## src/rtl/arith_mult_cst_goldilocks_inv_pkg.sv

```systemverilog
// rtl/arith_mult_cst_goldilocks_inv_pkg.sv - shared latency and CSD recoding helpers for constant multipliers
package arith_mult_cst_goldilocks_inv_pkg;

    localparam int MAX_CSD_TERMS = 4;
    localparam int CSD_MAX_W     = 256;

    // count holds the full digit count so callers can reject constants with too many digits.
    typedef struct packed {
        logic [15:0]                          count;
        logic [MAX_CSD_TERMS-1:0][15:0]       exp;
        logic [MAX_CSD_TERMS-1:0]             neg;
    } csd_t;

    function automatic int get_latency();
        return 2;
    endfunction

    function automatic csd_t csd_recode(input logic [CSD_MAX_W-1:0] cst);
        csd_t                 r;
        logic [CSD_MAX_W:0]   c;
        r = '0;
        c = {1'b0, cst};
        for (int k = 0; k <= CSD_MAX_W; k++) begin
            if (c[0]) begin
                if (int'(r.count) < MAX_CSD_TERMS) begin
                    r.exp[r.count[1:0]] = 16'(k);
                    r.neg[r.count[1:0]] = c[1];
                end
                r.count = r.count + 16'd1;
                // A run of ones ending here becomes a -1 digit with a carry into the run.
                if (c[1]) c = c + 1'b1;
                else      c = c - 1'b1;
            end
            c = c >> 1;
        end
        return r;
    endfunction

endpackage

```

## src/rtl/mult_cst_avail_side_pipe.sv

```systemverilog
// rtl/mult_cst_avail_side_pipe.sv - avail/side-band delay line matching a constant multiplier's latency
module mult_cst_avail_side_pipe #(
    parameter int         DEPTH    = 3,
    parameter int         SIDE_W   = 8,
    parameter logic [1:0] RST_SIDE = 2'b00
) (
    input  logic              clk,
    input  logic              a_rst,
    input  logic              in_avail,
    input  logic [SIDE_W-1:0] in_side,
    output logic              out_avail,
    output logic [SIDE_W-1:0] out_side
);

    logic [DEPTH-1:0]  avail_q;
    logic [DEPTH-1:0]  avail_d;
    logic [SIDE_W-1:0] side_q [DEPTH];

    assign avail_d = DEPTH'({avail_q, in_avail});

    always_ff @(posedge clk or posedge a_rst) begin
        if (a_rst) avail_q <= '0;
        else       avail_q <= avail_d;
    end

    if (RST_SIDE == 2'b00) begin : g_side_noreset
        always_ff @(posedge clk) begin
            side_q[0] <= in_side;
            for (int i = 1; i < DEPTH; i++) side_q[i] <= side_q[i-1];
        end
    end else begin : g_side_reset
        localparam logic [SIDE_W-1:0] SIDE_RST = (RST_SIDE == 2'b10) ? '1 : '0;
        always_ff @(posedge clk or posedge a_rst) begin
            if (a_rst) begin
                for (int i = 0; i < DEPTH; i++) side_q[i] <= SIDE_RST;
            end else begin
                side_q[0] <= in_side;
                for (int i = 1; i < DEPTH; i++) side_q[i] <= side_q[i-1];
            end
        end
    end

    assign out_avail = avail_q[DEPTH-1];
    assign out_side  = side_q[DEPTH-1];

endmodule

```

## src/rtl/mult_cst_goldilocks_inv.sv

```systemverilog
// rtl/mult_cst_goldilocks_inv.sv - pipelined multiply by an elaboration-time constant via CSD shift-add
module mult_cst_goldilocks_inv
    import arith_mult_cst_goldilocks_inv_pkg::*;
#(
    parameter int                IN_PIPE  = 1,
    parameter int                IN_W     = 8,
    parameter int                CST_W    = 97,
    parameter logic [CST_W-1:0]  CST      = CST_W'((97'd1 << 96) + (97'd1 << 64) - 97'd2),
    parameter int                SIDE_W   = 8,
    parameter logic [1:0]        RST_SIDE = 2'b00
) (
    input  logic                    clk,
    input  logic                    a_rst,
    input  logic [IN_W-1:0]         a,
    input  logic                    in_avail,
    input  logic [SIDE_W-1:0]       in_side,
    output logic [IN_W+CST_W-1:0]   z,
    output logic                    out_avail,
    output logic [SIDE_W-1:0]       out_side
);

    localparam int   LAT = get_latency() + IN_PIPE;
    localparam int   W   = IN_W + CST_W + 2;
    localparam int   ZW  = IN_W + CST_W;
    localparam csd_t CSD = csd_recode(CSD_MAX_W'(CST));

    if (CST_W > CSD_MAX_W) begin : g_width_check
        $fatal(1, "CST_W %0d exceeds recoder width %0d", CST_W, CSD_MAX_W);
    end
    if (int'(CSD.count) > MAX_CSD_TERMS) begin : g_csd_check
        $fatal(1, "CST has %0d CSD digits, at most %0d supported", CSD.count, MAX_CSD_TERMS);
    end

    logic [IN_W-1:0] a_s;

    if (IN_PIPE != 0) begin : g_in_pipe
        logic [IN_W-1:0] a_q;
        always_ff @(posedge clk) a_q <= a;
        assign a_s = a_q;
    end else begin : g_in_direct
        assign a_s = a;
    end

    logic signed [W-1:0] a_ext;
    logic signed [W-1:0] term [MAX_CSD_TERMS];

    assign a_ext = $signed({{(W-IN_W){1'b0}}, a_s});

    for (genvar i = 0; i < MAX_CSD_TERMS; i++) begin : g_term
        localparam int K = int'(CSD.exp[i]);
        if (i < int'(CSD.count)) begin : g_used
            if (CSD.neg[i]) begin : g_neg
                assign term[i] = -(a_ext <<< K);
            end else begin : g_pos
                assign term[i] = a_ext <<< K;
            end
        end else begin : g_absent
            assign term[i] = '0;
        end
    end

    logic signed [W-1:0] p0_d, p1_d, p0_q, p1_q;
    logic [ZW-1:0]       z_d, z_q;

    assign p0_d = term[0] + term[1];
    assign p1_d = term[2] + term[3];
    // The sum is non-negative by construction, so the low bits are the exact product.
    assign z_d  = ZW'(p0_q + p1_q);

    always_ff @(posedge clk) begin
        p0_q <= p0_d;
        p1_q <= p1_d;
        z_q  <= z_d;
    end

    assign z = z_q;

    mult_cst_avail_side_pipe #(
        .DEPTH    (LAT),
        .SIDE_W   (SIDE_W),
        .RST_SIDE (RST_SIDE)
    ) u_avail_side_pipe (
        .clk       (clk),
        .a_rst     (a_rst),
        .in_avail  (in_avail),
        .in_side   (in_side),
        .out_avail (out_avail),
        .out_side  (out_side)
    );

endmodule

```

## config.mk

```make
export PLATFORM = sky130hd
export DESIGN_NAME = mult_cst_goldilocks_inv
export DESIGN_NICKNAME = d
export VERILOG_FILES = /design/src/rtl/arith_mult_cst_goldilocks_inv_pkg.sv /design/src/rtl/mult_cst_avail_side_pipe.sv /design/src/rtl/mult_cst_goldilocks_inv.sv
export SDC_FILE = /design/constraint.sdc
export NUM_CORES = 1
export LEC_CHECK = 0
export CORE_ASPECT_RATIO = 0.7
export CORE_MARGIN = 1
export CORE_UTILIZATION = 40
export DETAILED_ROUTE_END_ITERATION = 6
export GPL_TIMING_DRIVEN = 0
export PLACE_DENSITY_LB_ADDON = 0.08
export SYNTH_ARGS = -nofsm -noshare
export SYNTH_HDL_FRONTEND = slang
export SYNTH_HIERARCHICAL = 1
export SYNTH_SLANG_ARGS = --single-unit
```

## constraint.sdc

```tcl
create_clock -name clk -period 1.7 [get_ports clk]
set_input_delay 0.255 -clock clk [delete_from_list [all_inputs] [get_ports clk]]
set_output_delay 0.255 -clock clk [all_outputs]
set_load 0.005 [all_outputs]
```

After elaboration in Yosys (flattened, before gate mapping)
Memory sizes are Yosys's and may differ from the RTL's. Index checks and enable logic that the tools add are counted.

Latch bits: 0. Memory bits (writable): 24. Word-level logic and storage cells: 9. Memory bits (read-only): 0. Memories kept: 1. Register bits after elaboration: 229. Output and inout port bits: 114. Bits of input ports: 19.

Memories: u_avail_side_pipe.side_q (words 3, bits a word 8, rd ports 3, clocked after Yosys merged registers in 0, wr ports 3, line mult_cst_avail_side_pipe.sv:17) `logic [SIDE_W-1:0] side_q [DEPTH];`.

Mux-type cells: 0. Shift operators: 0. $add $sub $neg: 3. Div/mod/pow operators: 0. Bitwise gates (word level): 0. Multiply operators: 0. Eq/ne operators: 0. Reduce and logical (&&, ||, !) cells: 0. $lt $le $gt $ge: 0.

Operators with widths (number): 105-bit adder (1); 105-bit by 73-bit adder with 105-bit output (1); 9-bit negation with 105-bit output (1).

Longest topological paths before layout
Gate-level depths: netlist of run 1.

Depth in word-level cells: 2. Depth in mapped cells: 7. Gate-level depth less buffers: 7.

By module
The synthesis of run 1 kept the hierarchy.

By module, submodules not included: mult_cst_goldilocks_inv (area each 2905.3 µm², seq. area each 1761.7 µm², cells an instance 245, instances 1); mult_cst_avail_side_pipe (area each 619.3 µm², seq. area each 555.5 µm², cells an instance 36, instances 1).

Worst setup path before layout of run 1
OpenSTA, ideal clock, no wires.

Path kind: reg2reg. From: register p0_q[96]. To: register z_q[102] (netlist: z[102]). Data required time: 1573 ps. Setup slack: -24 ps. Stages on the path, launching flop included: 7. Buffers on the path: 0. Arrival: 1598 ps. Setup time: 127 ps. Clock period less this slack: 1724 ps. Path through: dfxtp_1 -> ha_1 -> fa_1 -> a21o_1 -> a21oi_1 -> o21ai_0 -> xor2_1.

Word-level cells in the longest chain between the ends: 1.

RTL lines: from (decl) (line mult_cst_goldilocks_inv.sv:62) `logic signed [W-1:0] p0_d, p1_d, p0_q, p1_q;`; from (signal assigned) (line mult_cst_goldilocks_inv.sv:71) `p0_q <= p0_d;`; 105-bit adder (line mult_cst_goldilocks_inv.sv:68) `assign z_d = ZW'(p0_q + p1_q);`; via z_d[102] (line mult_cst_goldilocks_inv.sv:63) `logic [ZW-1:0] z_d, z_q;`; to (signal assigned) (line mult_cst_goldilocks_inv.sv:73) `z_q <= z_d;`; to (decl) (line mult_cst_goldilocks_inv.sv:63).

The timed path passes the listed nets, and every way through them passes these cells.

Worst setup path in the final report of run 1
From: register g_in_pipe.a_q[1] (netlist: a_s[1]). To: register p0_q[7].

Word-level cells in the longest chain between the ends: 2.

RTL lines: from (decl) (line mult_cst_goldilocks_inv.sv:37) `logic [IN_W-1:0] a_q;`; from (signal assigned) (line mult_cst_goldilocks_inv.sv:38) `always_ff @(posedge clk) a_q <= a;`; 9-bit negation with 105-bit output (line mult_cst_goldilocks_inv.sv:53) `assign term[i] = -(a_ext <<< K);`; 105-bit by 73-bit adder with 105-bit output (line mult_cst_goldilocks_inv.sv:65) `assign p0_d = term[0] + term[1];`; via p0_d[7] (line mult_cst_goldilocks_inv.sv:62).

The timed path passes the listed nets, and every way through them passes these cells.

==> reports/qor.yml, run 1 <==
run_status:
  status: "finished clean"
timing:
  tightestPinTransition_ns: 0.5198
  hold_viol_final: 0
  fin_skew_ns: 0.006932
  finalSetupViolations: 0
  min_period_ns: 1.686
  fin_crit_sh: 0.9916
  fmax_mhz: 593.2
  drv_slew: 0
  slew_headroom: 0.6535
  rsz0062_at_grt: "true"
  hold_slack_ns: 0.01401
route:
  drtIter0Drc: 30
  dr.pass1.iters: 4
  post_drt_via_cell_ratio: 3.946
  drc: 0
  routed_wl_mm: 6.232
  vias: 2261
  wl_per_cell_um: 10.88
  ant_nets: 0
grt:
  antenna_found_initial: 0
  grt-ovfl-total: 0
  grt_max_degree: 17
  grt_use_total: 0.1444
  grt_pass1_vias: 2095
  grt_first_pass_wirelength_mm: 9.715
logic_synthesis:
  netlist_instances: 281
  seq_area_frac_synth: 0.6574
  syn_nets: 311
  yosys.area.top_type: "dfxtp_1"
  ys.flop_type: "dfxtp_1"
  synth-async-reset-ratio: 0.02609
  syn_area_um2: 3525
  synth-seq-cells: 115
  yosys.area.top_type_share: 0.6361
  ys_warn_count: 6
  yosysUniqueCellTypes: 35
  synth.area.top_cells: "dfxtp_1 (64%), buf_4 (15%), ha_1 (3.5%), xnor2_1 (2.2%), dfrtp_1 (2.1%)"
  synth.avg_cell_area_um2: 12.54
  synth_edf_count: 0
power:
  p_leak_uw: 0.002457
  p_per_area_nw_per_um2: 1134
  ir_drop_mv: 1.043
worst_setup_path:
  cp_slowest_cell: "or4_4"
  crit_chain: "inv_2, ha_4, or3b_4, or4_4, and2_1"
  cp-start-kind: "register"
  r2r_setup_slack_ns: 0.01
  critical-path-max-stage-delay_ns: 0.42
  critPathCaptureType: "register"
  crit_required_ns: 1.98
  worstPathArrival_ns: 1.97
  critical_path_class: "reg2reg"
  crit_family: "simple AND/OR/NAND/NOR gates"
  crit_fanout: 4
  cp_num_buf_inv: 1
floorplanning:
  die_w_um: 114.2
  io_pins: 133
  initial_core_util: 0.4140
  die_h_um: 80.54
  core_um2: 8513
  dieArea_um2: 9197
  rows: 28
flow_run:
  maxCapViolCount: 0
clock_network:
  clock_latency_ns: 0.40
  cts_tree: "done"
  postCtsHoldBufs: 0
  cts.sinks: 115
  cts_buffers: 17
  htreeDepth: 4
  root_buffer: "clkbuf_16"
  cts.path.max_buffers: 2
  clk_pin_slew_ns: 0.06
placement:
  routabilityCongestion: 0.7548
  placed_cell_area_um2: 4990
  dpl.cell_count: 532
  hpwlAfterDp_mm: 4.404
  port_buffers: 131
finish:
  drive_gt1_frac: 0.3245
  n_antenna_cell: 0
  final_area_um2: 5684
  final_cell_mix: "clkdlybuf4s50_1 (124), dfxtp_1 (102), buf_4 (87), clkbuf_16 (17), nor2_1 (12)"
  fin_nets: 470
  area_growth_pct: 61.27
  layout_commonest_cell: "clkdlybuf4s50_1"
  regArea_um2: 2347
  final_cells: 573
  n_fill_cell: 662
  multi_input_area_um2: 663.1
hold_path:
  hp-class: "in2async"
[cell families after synthesis]
kind of cell / count (synthesis) / synth area share
other: 1 / 0.001064
AND/OR/NAND/NOR: 36 / 0.06425
XOR/XNOR: 12 / 0.02982
flip-flops: 115 / 0.6574
adder cells (fa/ha/maj): 11 / 0.04118
buffers and inverters: 86 / 0.1683
AO/OA/AOI/OAI: 19 / 0.03514
multiplexers: 1 / 0.002840
[power breakdown]
part / switching (uW) / leakage [uW] / total, uW / internal (uW)
clock: 1240 / 0.000273 / 3300 / 2060
sequential: 48.6 / 0.000968 / 2860 / 2820
combinational: 88.1 / 0.00122 / 279 / 190
total: 1380 / 0.00246 / 6440 / 5070
[final timing paths]
path                       startpoint  depth (start not counted)                           end
max                            a_s[1]                          5                       p0_q[7]
min                             a_rst                          2  u_avail_side_pipe/avail_q[0]
max reg2reg                    a_s[1]                          5                       p0_q[7]
min reg2reg                  p0_q[67]                          0                         z[67]
max in group asynchronous       a_rst                          2  u_avail_side_pipe/avail_q[1]
min in group clk                 a[1]                          1                        a_s[1]
[routing by layer]
layer | part of all wire | global-route usage
met5 | 0 | 0
met3 | 0.074 | 0.07245
met1 | 0.48 | 0.1798
met2 | 0.44 | 0.2079
met4 | 0.011 | 0.06623
[flip-flops by register name, indices dropped and copies added (netlist names)]
signal	flops
a_s	8
p0_q	32
p1_q	7
u_avail_side_pipe/avail_q	3
u_avail_side_pipe/side_q	24
z	41
[synthesized netlist by cell type, types with 2 or more instances]
master / number
ha_1: 10
xor2_1: 3
buf_4: 72
inv_1: 12
dfxtp_1: 112
dfrtp_1: 3
a21o_1: 3
a21oi_1: 6
nor2_1: 12
nor3_1: 6
or4_4: 2
xnor2_1: 9
o21ai_0: 2
o31ai_1: 2
nor3_4: 2
nand2_1: 6
[area by class of cell]
cell class	count	area share
Buffer	73	0.09575
Clock buffer	18	0.07726
Clock inverter	14	0.02333
Inverter	13	0.008585
Multi-Input combinational cell	80	0.1167
Sequential cell	115	0.4129
Tap cell	120	0.02641
Timing Repair Buffer	140	0.2390
[worst reg2reg max path: cells and delay by family (launching register included)]
| family | cells | cell delay (ns) |
|---|---|---|
| adders and majority gates | 1 | 0.14 |
| and+or+nand+nor | 3 | 0.99 |
| DFF | 1 | 0.36 |
| buffers and inverters | 1 | 0.09 |
[per-stage QoR]
step / setup WS (ns) / setup TNS, ns / util / total power (uW)
4_1_cts: -0.007622 / -0.008268 / 0.6618 / 6528
6_report: 0.01428 / 0 / 0.6677 / 6444
3_3_place_gp: -0.1342 / -0.8195 / 0.5861 / 3190
2_1_floorplan: 0.003839 / 0 / - / 3013
5_1_grt: -0.04227 / -0.08364 / 0.6677 / 6687
3_5_place_dp: -0.1621 / -0.9504 / 0.5861 / 3196
[repair_timing]
action,in CTS,in global routing
buffers inserted,7,2
pin swaps,3,4
setup endpoints to repair,64,23
gates resized for setup,26,9
Power figures use the tool's default switching activity.
==> inputs of run 2 (changes only) <==
- CELL_PAD_IN_SITES_DETAIL_PLACEMENT: not set -> 1
- CELL_PAD_IN_SITES_GLOBAL_PLACEMENT: not set -> 1
- CORE_UTILIZATION: 40 -> 32
- CTS_BUF_LIST: not set -> sky130_fd_sc_hd__clkbuf_4
==> run 2 against run 1 <==
  * The run now ends with negative setup slack left
  * Core utilization decreased by 13 points
  * Non-clock buffer count increased by 20
  * Cell area is essentially flat
  * Worst setup slack got worse by 0.025 ns
  * Clock skew barely moved
  * Via count up 5.4%
  * Highest routed layer unchanged
==> reports/qor.yml, run 2 (same netlist as run 1, synthesis figures left out) <==
worst_setup_path:
  cp_slowest_cell: "dfxtp_4"
  crit_family: "adder cells"
  worstPathArrival_ns: 2.08  # +0.11 ns
  crit_required_ns: 2.07  # +0.09 ns
  cp_num_buf_inv: 0  # -1
  critPathCaptureType: "register"
  crit_chain: "ha_4, fa_2, a21o_1, a21oi_4, o31ai_2, xor2_1"
  critical-path-max-stage-delay_ns: 0.38  # -0.04 ns
  critical_path_class: "reg2reg"
  crit_fanout: 3  # -1
  cp-start-kind: "register"
clock_network:
  cts_buffers: 17  # unchanged
  cts.path.max_buffers: 2  # unchanged
  htreeDepth: 4  # unchanged
  cts.sinks: 115  # unchanged
  root_buffer: "clkbuf_4"
  clock_latency_ns: 0.49  # +0.09 ns
  cts_tree: "done"
  clk_pin_slew_ns: 0.10  # +0.04 ns
finish:
  layout_commonest_cell: "buf_4"
  drive_gt1_frac: 0.3805  # +0.05605
  fin_nets: 490  # +4.3%
  largest_reg_flops: 41  # unchanged
  n_fill_cell: 1107  # +67%
  n_antenna_cell: 0  # unchanged
  regArea_um2: 2371  # +1.0%
  final_cells: 621  # +8.4%
  multi_input_area_um2: 676.9  # +2.1%
  area_growth_pct: 61.34  # about the same
  final_cell_mix: "buf_4 (105), dfxtp_1 (89), clkdlybuf4s50_1 (54), dlygate4sd2_1 (48), clkbuf_4 (17)"
placement:
  port_buffers: 131  # unchanged
  place_ws_ns: -0.2114  # -0.04933 ns
  dpl.cell_count: 560  # +5.3%
  hpwlAfterDp_mm: 5.239  # +19%
  routabilityCongestion: 0.6878  # -8.9%
timing:
  fin_crit_sh: 1.007  # +0.01493
  tightestPinTransition_ns: 0.5379  # +0.01816 ns
  rsz0062_at_grt: "true"
  drv_slew: 0  # unchanged
  slew_headroom: 0.6414  # -0.01211
  hold_viol_final: 0  # unchanged
  fmax_mhz: 584.4  # -1.5%
  finalSetupViolations: 2  # +2
  min_period_ns: 1.711  # +0.02538 ns
  setup_ws_ns: -0.01109  # -0.02538 ns
  fin_skew_ns: 0.006580  # -0.0003523 ns
grt:
  grt_first_pass_wirelength_mm: 11.74  # +21%
  grt_pass1_vias: 2417  # +15%
  grt_use_total: 0.1373  # -0.007116
  antenna_found_initial: 0  # unchanged
  grt-ovfl-total: 0  # unchanged
  grt_max_degree: 17  # unchanged
power:
  p_per_area_nw_per_um2: 982.0  # -13%
  power_frac_seq: 0.512  # +0.067
  p_clk_frac: 0.438  # -0.074
  ir_drop_mv: 0.7707  # -26%
  pwr-share-comb: 0.051  # +0.008
  p_total_uw: 5584  # -13%
  sw_frac_of_total: 0.2043  # -0.009514
  p_sw_uw: 1141  # -17%
  p_leak_uw: 0.002511  # +2.2%
  p_int_uw: 4444  # -12%
floorplanning:
  dieArea_um2: 11440  # +24%
  die_w_um: 127.4  # +12%
  initial_core_util: 0.3353  # -0.07870
  core_um2: 10510  # +23%
  io_pins: 133  # unchanged
  rows: 31  # +11%
  die_h_um: 89.81  # +12%
route:
  ant_nets: 0  # unchanged
  drtIter0Drc: 41  # +37%
  post_drt_via_cell_ratio: 3.836  # -2.8%
  wl_per_cell_um: 12.15  # +12%
  vias: 2382  # +5.4%
  drc: 0  # unchanged
  dr.pass1.iters: 4  # unchanged
  routed_wl_mm: 7.545  # +21%
hold_path:
  hp-class: "in2reg"
flow_run:
  maxCapViolCount: 0  # unchanged
run_status:
  status: "finished with violations"
  violations: "negative setup slack"
==> run 2: per-layer routing <==
layer | track usage | up-vias | share of wire
li1 | - | 1191 | -
met2 | 0.2227 | 84 | 0.48
met3 | 0.06012 | 8 | 0.071
met4 | 0.06548 | 0 | 0.012
met5 | 0 | - | 0
met1 | 0.1543 | 1099 | 0.44
==> run 2: power by group through the flow <==
stage               combinational (uW)  sequential (uW)  clock (uW)
CTS                                280             2860        2520
floorplan                         88.7             2920           0
finish                             284             2860        2440
global placement                   267             2930           0
global route                       310             2870        2650
detailed placement                 270             2930           0
==> run 2: final timing paths <==
kind                                                end  startpoint  slack [ns]  cells past startpoint
setup / recovery                                 z[104]    p0_q[96]       -0.01                      6
setup reg to reg                                 z[104]    p0_q[96]       -0.01                      6
max in group asynchronous  u_avail_side_pipe/avail_q[0]       a_rst        1.11                      3
min in group asynchronous  u_avail_side_pipe/avail_q[2]       a_rst        0.47                      3
hold / removal                                   a_s[0]        a[0]        0.19                      1
hold reg to reg                                   z[61]    p0_q[61]        0.32                      0
==> run 2: metrics by stage <==
stage / hold WS, ns / util / area [um2] / TNS, ns
2_1_floorplan: 0.008644 / - / 3528 / 0
4_1_cts: 0.1411 / 0.5248 / 5517 / -0.8876
6_report: 0.1941 / 0.5410 / 5687 / -0.01211
5_1_grt: 0.1344 / 0.5410 / 5687 / -0.2383
3_3_place_gp: 0.3106 / 0.4780 / 5025 / -1.275
3_5_place_dp: 0.3135 / 0.4780 / 5025 / -1.684
==> run 2: final cells by class <==
cell class              count  share of cell area
flip-flops and latches    115              0.4169
repair buffers            160              0.2620
multi-input cells          80              0.1190
plain buffers              73             0.09571
clock inverters            15             0.04180
well taps                 148             0.03256
clock buffers              17             0.02244
inverters                  13            0.009461
==> run 2: worst reg2reg max path: stages (launching register included) <==
cell	delay [ns]
dfxtp_4	0.38
ha_4	0.18
fa_2	0.37
a21o_1	0.23
a21oi_4	0.21
o31ai_2	0.10
xor2_1	0.14
==> run 2: repair_timing <==
item	4_1_cts	5_1_grt
setup endpoints to repair	95	37
hold endpoints to repair	3	0
hold buffers	1	0
pin swaps	5	5
gates resized for setup	103	33
buffers inserted	17	11
==> RTL edit (settings of run 2) <==
The parameter `IN_W` goes from 8 to 9.
--- a/src/rtl/mult_cst_goldilocks_inv.sv
+++ b/src/rtl/mult_cst_goldilocks_inv.sv
@@ -3,7 +3,7 @@
     import arith_mult_cst_goldilocks_inv_pkg::*;
 #(
     parameter int                IN_PIPE  = 1,
-    parameter int                IN_W     = 8,
+    parameter int                IN_W     = 9,
     parameter int                CST_W    = 97,
     parameter logic [CST_W-1:0]  CST      = CST_W'((97'd1 << 96) + (97'd1 << 64) - 97'd2),
     parameter int                SIDE_W   = 8,
Ports: changed (resized a and z); port bits go from 133 to 135. No check against the original RTL was run, so the function may have changed too.
==> RTL edit against run 2 <==
  * The run still ends with negative setup slack left
  * Sequential cell count is 9 higher
  * Highest routed layer unchanged
  * Largest power group unchanged
  * Total power down 5.7%
  * Largest cell class unchanged
  * Cell area increased by 3.3%
  * Area after synthesis up 8.3%
  * Hold slack got worse by 0.027 ns
  * Clock power decreased by 22%
  * Setup slack got worse by 0.010 ns
  * Via count rose by 8.3%
  * Wire length up 10%
  * Critical endpoint is now p0_q[71]$_DFF_P_
==> RTL edit: results (changes against run 2) <==
Setup path
  • Crit path max fanout: 4 (was 3)
  • Worst setup EP type: register (unchanged)
  • Arrival @ worst endpoint: 2.17 ns (was 2.08 ns)
  • Delay-heaviest family, CP: simple AND/OR/NAND/NOR gates (was adder cells)
  • Reg2reg path depth: 4 (was 6)
  • Critical-path top delay cell: or4_4 (was dfxtp_4)
  • Largest stage delay on the critical path: 0.57 ns (was 0.38 ns)
  • FF-to-FF End: p0_q[71]$_DFF_P_ (was z[104]$_DFF_P_)
  • RR Startpoint: a_s[1]$_DFF_P_ (was p0_q[96]$_DFF_P_)

Synthesis
  • Post-synth ARST share: 2.42% (was 2.61%)
  • Synth cell count leaders: 121 x dfxtp_1, 70 x buf_4, 13 x inv_1, 12 x ha_1, 12 x xnor2_1 (was 112 x dfxtp_1, 72 x buf_4, 12 x inv_1, 12 x nor2_1, 10 x ha_1)
  • Main area contributors after synthesis: dfxtp_1 63%, buf_4 14%, ha_1 3.9% (was dfxtp_1 64%, buf_4 15%, ha_1 3.5%)
  • Post-Syn Instances: 310 (was 281)
  • Syn_nets: 343 (was 311)
  • Sequential area share after synthesis: 65.4% (was 65.7%)
  • Post-synth cell types: 39 (was 35)

GRT
  • Gr usage total: 14.4% (was 13.7%)
  • Vias in the first global route: 2708 (was 2417)
  • First-pass GRT wire length: 13400 um (was 11700 um)

Drt
  • WL final: 8330 um (was 7550 um)
  • DR WL met2: 4220 um (was 3630 um)
  • Starting DRC count in detailed routing: 69 (was 41)
  • Met3 wire length: 486 um (was 533 um)
  • Met1 WL: 3520 um (was 3300 um)
  • DR top layer: met4 (unchanged)
  • Vias per inst: 3.98 (was 3.84)
  • DR WL/cell: 12.8 um (was 12.1 um)

Clock tree
  • Clock latency on the worst-skew pair: 0.51 ns (was 0.49 ns)

Placement
  • IO Port Bufs: 133 (was 131)
  • Placed insts: 596 (was 560)
  • DP HPWL: 5960 um (was 5240 um)
  • Dpl ws: -0.538 ns (was -0.211 ns)
  • Routability cong.: 0.691 (was 0.688)

Layout
  • Nets: 516 (was 490)
  • Share of layout cells above drive strength 1: 35.7% (was 38.1%)
  • Max reg flops: 45 (was 41)

Run status
  • Status: finished, violations left (unchanged)
  • Violations in the final reports: negative setup slack (unchanged)

Timing
  • Worst setup margin: -0.0212 ns (was -0.0111 ns)
  • Setup violations, final: 2 (unchanged)
  • Clk_skew: 0.0191 ns (was 0.00658 ns)

Worst hold path
  • Hold Crit Start: a[1] (was a[0])
  • Hold Path Depth: 1 (unchanged)

Pwr
  • VDD IR-drop max: 0.672 mV (was 0.771 mV)
  • Leakage: 2.56 nW (was 2.51 nW)
-- RTL edit: cell count changes after synthesis, sizes merged, moves of 5 or more --
cell   delta
nand3     +5
dfxtp     +9
and3      +5
nor3      -5
-- RTL edit: kinds of logic (layout without fill, tap and decap cells) --
family / after synthesis / after routing / share of synthesized area [%]
simple gates: 42 / 42 / 6.10
buf+inv: 87 / 273 / 15.5
fa+ha+maj: 13 / 13 / 4.46
compound gates: 27 / 27 / 4.56
xor+xnor: 16 / 16 / 3.87
flops: 124 / 124 / 65.4
other cells: 1 / 1 / 0.0983
-- RTL edit: cell type report --
cell class              instances  area [um^2]
fillers                      1203         5420
flip-flops and latches        124         2550
repair buffers                155         1440
multi-input cells              99          842
plain buffers                  72          537
well taps                     153          191
clock buffers                  18          135
clock inverters                14          128
inverters                      14         52.6
-- RTL edit: repair_timing --
item,4_1_cts,5_1_grt
setup endpoints to repair,98,31
pin swaps,2,7
setup buffers,16,5
endpoints found under the hold margin,3,0
gates resized for setup,119,36
hold buffers,1,0
-- RTL edit: through the flow --
stage | total power, mW | util, % | area (um^2) | TNS [ns] | hold WS [ns]
2_1_floorplan | 3.24 | - | 3820 | 0 | 0.00864
3_3_place_gp | 3.43 | 47.3 | 5340 | -5.17 | 0.310
3_5_place_dp | 3.44 | 47.3 | 5340 | -4.70 | 0.313
4_1_cts | 5.35 | 50.8 | 5740 | -0.0112 | 0.121
5_1_grt | 5.51 | 52.0 | 5870 | -0.182 | 0.129
6_report | 5.27 | 52.0 | 5870 | -0.0245 | 0.167
-- RTL edit: how the worst min path moves through the flow --
stage                                                         end  slack (ns)
final                                              a_s[1]$_DFF_P_        0.17
after global routing                               a_s[1]$_DFF_P_        0.13
after CTS                                          a_s[1]$_DFF_P_        0.12
after detailed placement                            z[70]$_DFF_P_        0.31
after global placement    u_avail_side_pipe/side_q[0][22]$_DFF_P_        0.31
after floorplan            u_avail_side_pipe/avail_q[0]$_DFF_PP0_       0.009
-- RTL edit: where the power goes --
group | total, mW | internal [mW] | switching, mW
Sequential | 3.08 | 3.02 | 0.0551
Clock | 1.90 | 0.864 | 1.03
Combinational | 0.288 | 0.188 | 0.0996
-- RTL edit: metal layers --
| metal | track usage (%) | up-vias |
|---|---|---|
| met4 | 7.57 | 0 |
| li1 | - | 1279 |
| met1 | 16.1 | 1225 |
| met3 | 5.31 | 9 |
| met5 | 0 | - |
| met2 | 24.2 | 67 |
